$ cat src/rtl/alu_ctrl_pkg.sv
// Shared definitions for the ALU operation sequencer.
// Provides:
//   - R-type funct codes for every supported operation
//   - writeback mux select encodings (result_sel_t)
//   - sequencer FSM state encoding (state_t)
//   - decoded-op record (decode_t) used between the decoder and the FSM
package alu_ctrl_pkg;

    localparam logic [5:0] F_AND   = 6'd36;
    localparam logic [5:0] F_OR    = 6'd37;
    localparam logic [5:0] F_ADD   = 6'd32;
    localparam logic [5:0] F_SUB   = 6'd34;
    localparam logic [5:0] F_SLT   = 6'd42;
    localparam logic [5:0] F_SRL   = 6'd2;
    localparam logic [5:0] F_MULTU = 6'd25;
    localparam logic [5:0] F_DIVU  = 6'd27;
    localparam logic [5:0] F_MFHI  = 6'd16;
    localparam logic [5:0] F_MFLO  = 6'd18;

    typedef enum logic [1:0] {
        SEL_ALU = 2'd0,
        SEL_SHT = 2'd1,
        SEL_HI  = 2'd2,
        SEL_LO  = 2'd3
    } result_sel_t;

    typedef enum logic [1:0] {
        ST_IDLE,
        ST_MUL_RUN,
        ST_DIV_RUN
    } state_t;

    typedef struct packed {
        logic        legal;
        logic        is_mul;
        logic        is_div;
        result_sel_t sel;
    } decode_t;

endpackage

$ cat src/rtl/multicycle_counter.sv
// Loadable up-counter shared by the MULTU and DIVU sequences.
// Ports:
//   clk, rst_n  - clock, synchronous active-low reset (count -> 0)
//   load        - sets count to 1 (first RUN cycle)
//   enable      - advance count by one
//   target      - RUN length N for the active operation
//   count       - current RUN cycle number (1..N while running)
//   start_win   - count within 1..START_CYCLES
//   done        - count has reached target
module multicycle_counter #(
    parameter int unsigned CNT_W        = 6,
    parameter int unsigned START_CYCLES = 2
) (
    input  logic             clk,
    input  logic             rst_n,
    input  logic             load,
    input  logic             enable,
    input  logic [CNT_W-1:0] target,
    output logic [CNT_W-1:0] count,
    output logic             start_win,
    output logic             done
);

    always_ff @(posedge clk) begin
        if (!rst_n) begin
            count <= '0;
        end else if (load) begin
            count <= CNT_W'(1);
        end else if (enable) begin
            count <= count + CNT_W'(1);
        end
    end

    assign start_win = (count != '0) && (count <= CNT_W'(START_CYCLES));
    assign done      = (count == target);

endmodule

$ cat src/rtl/alu_op_sequencer.sv
// ALU control stage: decodes the R-type funct field into unit controls and
// sequences multicycle MULTU/DIVU, stalling issue until HI/LO is written.
// Ports:
//   clk, rst_n  - clock, synchronous active-low reset
//   op_valid    - funct presented for issue
//   funct       - R-type funct code
//   op_ready    - op can be accepted this cycle
//   alu_ctrl    - registered funct (0 after an illegal op)
//   result_sel  - writeback mux select (ALU/SHT/HI/LO)
//   mul_start   - multiplier start, first START_CYCLES cycles of a MULTU
//   div_start   - divider start, first START_CYCLES cycles of a DIVU
//   hilo_we     - one-cycle HI/LO write strobe on the last RUN cycle
//   hilo_src    - HI/LO source: 0 multiplier, 1 divider
//   busy        - multicycle operation in flight
//   illegal     - one-cycle pulse after accepting an unsupported funct
module alu_op_sequencer
    import alu_ctrl_pkg::*;
#(
    parameter int unsigned FUNCT_W      = 6,
    parameter int unsigned MUL_CYCLES   = 32,
    parameter int unsigned DIV_CYCLES   = 32,
    parameter int unsigned START_CYCLES = 2
) (
    input  logic               clk,
    input  logic               rst_n,
    input  logic               op_valid,
    input  logic [FUNCT_W-1:0] funct,
    output logic               op_ready,
    output logic [FUNCT_W-1:0] alu_ctrl,
    output logic [1:0]         result_sel,
    output logic               mul_start,
    output logic               div_start,
    output logic               hilo_we,
    output logic               hilo_src,
    output logic               busy,
    output logic               illegal
);

    localparam int unsigned MAX_CYCLES = (MUL_CYCLES > DIV_CYCLES) ? MUL_CYCLES : DIV_CYCLES;
    localparam int unsigned CNT_W      = $clog2(MAX_CYCLES + 1);

    state_t           state, state_nxt;
    decode_t          dec;
    logic             accept;
    logic             cnt_load, cnt_en, start_win, done;
    logic [CNT_W-1:0] count, target;

    assign op_ready = rst_n && (state == ST_IDLE);
    assign accept   = op_valid && op_ready;

    always_comb begin
        dec = '{legal: 1'b1, is_mul: 1'b0, is_div: 1'b0, sel: SEL_ALU};
        case (funct)
            FUNCT_W'(F_AND), FUNCT_W'(F_OR), FUNCT_W'(F_ADD),
            FUNCT_W'(F_SUB), FUNCT_W'(F_SLT): dec.sel    = SEL_ALU;
            FUNCT_W'(F_SRL):                  dec.sel    = SEL_SHT;
            FUNCT_W'(F_MFHI):                 dec.sel    = SEL_HI;
            FUNCT_W'(F_MFLO):                 dec.sel    = SEL_LO;
            FUNCT_W'(F_MULTU):                dec.is_mul = 1'b1;
            FUNCT_W'(F_DIVU):                 dec.is_div = 1'b1;
            default:                          dec.legal  = 1'b0;
        endcase
    end

    // Counter stops at the target, so it never exceeds MAX_CYCLES.
    assign cnt_load = accept && (dec.is_mul || dec.is_div);
    assign cnt_en   = (state != ST_IDLE) && (count < target);
    assign target   = (state == ST_DIV_RUN) ? CNT_W'(DIV_CYCLES) : CNT_W'(MUL_CYCLES);

    multicycle_counter #(
        .CNT_W        (CNT_W),
        .START_CYCLES (START_CYCLES)
    ) u_cnt (
        .clk       (clk),
        .rst_n     (rst_n),
        .load      (cnt_load),
        .enable    (cnt_en),
        .target    (target),
        .count     (count),
        .start_win (start_win),
        .done      (done)
    );

    always_ff @(posedge clk) begin
        if (!rst_n) begin
            state <= ST_IDLE;
        end else begin
            state <= state_nxt;
        end
    end

    always_comb begin
        state_nxt = state;
        case (state)
            ST_IDLE: begin
                if (accept && dec.is_mul) begin
                    state_nxt = ST_MUL_RUN;
                end else if (accept && dec.is_div) begin
                    state_nxt = ST_DIV_RUN;
                end
            end
            ST_MUL_RUN, ST_DIV_RUN: begin
                if (done) begin
                    state_nxt = ST_IDLE;
                end
            end
            default: state_nxt = ST_IDLE;
        endcase
    end

    always_comb begin
        busy      = (state != ST_IDLE);
        mul_start = (state == ST_MUL_RUN) && start_win;
        div_start = (state == ST_DIV_RUN) && start_win;
        hilo_we   = busy && done;
    end

    // Illegal ops and MULTU/DIVU leave the writeback mux on the ALU path.
    always_ff @(posedge clk) begin
        if (!rst_n) begin
            alu_ctrl   <= '0;
            result_sel <= '0;
            illegal    <= 1'b0;
            hilo_src   <= 1'b0;
        end else begin
            illegal <= accept && !dec.legal;
            if (accept) begin
                alu_ctrl   <= dec.legal ? funct : '0;
                result_sel <= dec.sel;
                if (dec.is_mul || dec.is_div) begin
                    hilo_src <= dec.is_div;
                end
            end
        end
    end

endmodule

$ cat config.mk
export PLATFORM = sky130hd
export DESIGN_NAME = alu_op_sequencer
export DESIGN_NICKNAME = d
export VERILOG_FILES = /design/src/rtl/alu_ctrl_pkg.sv /design/src/rtl/multicycle_counter.sv /design/src/rtl/alu_op_sequencer.sv
export SDC_FILE = /design/constraint.sdc
export NUM_CORES = 1
export LEC_CHECK = 0
export ABC_AREA = 0
export BUFFER_PORTS_ARGS = -buffer_cell sky130_fd_sc_hd__buf_2
export CORE_ASPECT_RATIO = 1.25
export CORE_MARGIN = 1.5
export CORE_UTILIZATION = 45
export CTS_BUF_LIST = sky130_fd_sc_hd__clkbuf_8
export CTS_CLUSTER_DIAMETER = 40
export DETAILED_ROUTE_END_ITERATION = 7
export HOLD_SLACK_MARGIN = 0.15
export PLACE_DENSITY = 0.73
export SLEW_MARGIN = 20
export SYNTH_ARGS = -nofsm -noshare
export SYNTH_HDL_FRONTEND = slang
export SYNTH_SLANG_ARGS = --single-unit
$ cat constraint.sdc
create_clock -name clk -period 4.6 [get_ports clk]
set_input_delay 0.23 -clock clk [delete_from_list [all_inputs] [get_ports clk]]
set_output_delay 0.23 -clock clk [all_outputs]
set_load 0.005 [all_outputs]
==> impl_metrics.ini <==
[outcome]
outcome = finished clean

[synth]
synth_area_leaders = dfxtp_1 (38%), ha_1 (6.7%), inv_1 (3.6%)
syn_area_per_cell_sq_um = 9.02
synthArstFlopShare = 0
synth.net_count = 118
yosys_register_bits = 18
yosysUniqueCellTypes = 37
ys_top_cells_by_count = dfxtp_1 (18), inv_1 (9), nor2_1 (9)
synth_top_area_frac = 0.384
yosys_warnings = 0
synth.yosys.seq_area_share = 0.384
synthCells = 104
synth_edf_count = 0
synth_largest_area_cell = dfxtp_1
synthMostInstantiatedCell = dfxtp_1
ys.flop_type = dfxtp_1
synth.cell_area_sq_um = 938

[finish]
stdcell_count = 145
nets = 141
antenna_cells = 0
synthToLayoutAreaGrowth_pct = 16.7
drive_gt1_frac = 0.256

[critical_path]
r2r_cells = 6
cp.required_ps = 4740
start_kind = flip-flop
worstPathMaxFanout = 16
critPathSlowestCell = or3_1
max_stage_delay_ps = 510
cpLargestDelayFamily = simple AND/OR/NAND/NOR gates
endpoint_kind = flip-flop
path_buf_inv = 1
crit_arrival_ps = 2300
cp.depth = 6
path_cells = inv_1 > ha_1 > nand3_2 > or3_1 > a22o_1 > a32o_1
worstSetupPathType = reg2reg

[timing]
worst_pin_slew_ps = 358
period_share = 0.468
rsz0062_at_grt = no
fin_worst_skew_ps = 2.09
min_period_ps = 2150
setup_viol = 0
max_freq_ghz = 0.464
tns_ps = 0
hold_viol = 0
slew_viol_final = 0
max_slew_margin = 0.758

[route]
vias = 822
wl_per_cell_um = 12.8
drcViolationCount = 0
drtAntennaViolNets = 0
drtIter0Drc = 11
wl_mm = 1.86
dr.pass1.iters = 4
vias_per_cell = 5.67

[clock_tree]
clk_path_buf_depth = 2
cts_tree = yes
cts_hold_buf = 0
ctsRootBufferMaster = clkbuf_8
path_clk_slew_ps = 60
clkLatencyLatePin_ps = 250
cts_resized = 0
h-tree-depth = 1
cts_buffers = 3
cts.sinks = 18
post_cts_buffers = 0

[global_route]
grt_overflow_total = 0
grt_pass1_vias = 743
grt_usage = 0.181
grt_pass1_wl_mm = 3.13
grt_max_degree = 18
grt_antenna_before_repair = 0

[placed_design]
dp.cells = 142
numPortBuffers = 23
gp_congestion = 0.742
dp_hpwl_mm = 1.43

[floorplan]
die_area_sq_um = 2370
core_area_sq_um = 1980
die_x_um = 43.8
initial_core_util = 0.473
row_count = 18
num_io_pins = 24
die_y_um = 54.1

[hold_path]
hold_path_class = in2reg
whs_path_depth = 2

[flow_run]
maxCapViolCount = 0

[pwr]
p_per_area_nw_per_um2 = 268
leakagePower_nw = 0.524
ir_drop_mv = 0.183
[sequential cells by signal (all words and copies together) (netlist names)]
name	cells
u_cnt.count	6
hilo_src	1
alu_ctrl	6
illegal	1
result_sel	2
state	2
[report_power, final]
group          leakage (nW)  internal, mW  switching (mW)
Combinational         0.357        0.0110          0.0160
Sequential            0.145         0.158         0.00117
Clock                0.0216        0.0581          0.0487
Total                 0.524         0.227          0.0658
[layout by cell type, fill, tap and decap left out, drive strengths merged, types with 4 or more instances in the layout]
cell type and instances:
nand2 8, nand3 6, nor2 9, dfxtp 18
and2 4, ha 5, inv 9, buf 23
[cell families after synthesis]
logic type,Yosys count,share of synthesized area
buf+inv,14,0.0627
flops,18,0.384
fa+ha+maj,5,0.0667
compound gates,21,0.172
mux,1,0.0160
simple gates,40,0.252
xor+xnor,5,0.0467
[through the flow]
stage / cell area [sq um] / total power [mW] / setup WS [ps] / util / hold slack [ps]
floorplan: 938 / 0.178 / 2830 / - / 331
global placement: 1050 / 0.189 / 2570 / 0.532 / 456
detailed placement: 1050 / 0.190 / 2470 / 0.532 / 471
CTS: 1090 / 0.296 / 2460 / 0.552 / 238
global route: 1090 / 0.306 / 2320 / 0.552 / 249
finish: 1090 / 0.293 / 2450 / 0.552 / 242
[worst paths after layout]
check / slack, ps / to / start
max: 2450 / state[0]$_SDFFE_PN0P_ / state[0]$_SDFFE_PN0P_
min reg2reg: 480 / result_sel[1]$_SDFFE_PN0P_ / result_sel[1]$_SDFFE_PN0P_
max reg2reg: 2450 / state[0]$_SDFFE_PN0P_ / state[0]$_SDFFE_PN0P_
min: 240 / alu_ctrl[5]$_SDFFE_PN0P_ / funct[5]
[metal layers]
layer	global-route usage	routed length [um]	share of wire	vias up
li1	-	-	-	411
met1	0.211	806	0.43	387
met2	0.309	953	0.51	20
met3	0.0302	67	0.036	4
met4	0.106	33	0.018	0
met5	0	0	0	-
[area by class of cell]
class / instances / area (sq um)
fill: 194 / 887
multi-input combinational: 72 / 519
sequential: 18 / 360
timing repair buffer: 23 / 115
clock buffer: 3 / 41.3
inverter: 9 / 33.8
tap: 20 / 25.0
Power figures use the tool's default switching activity.
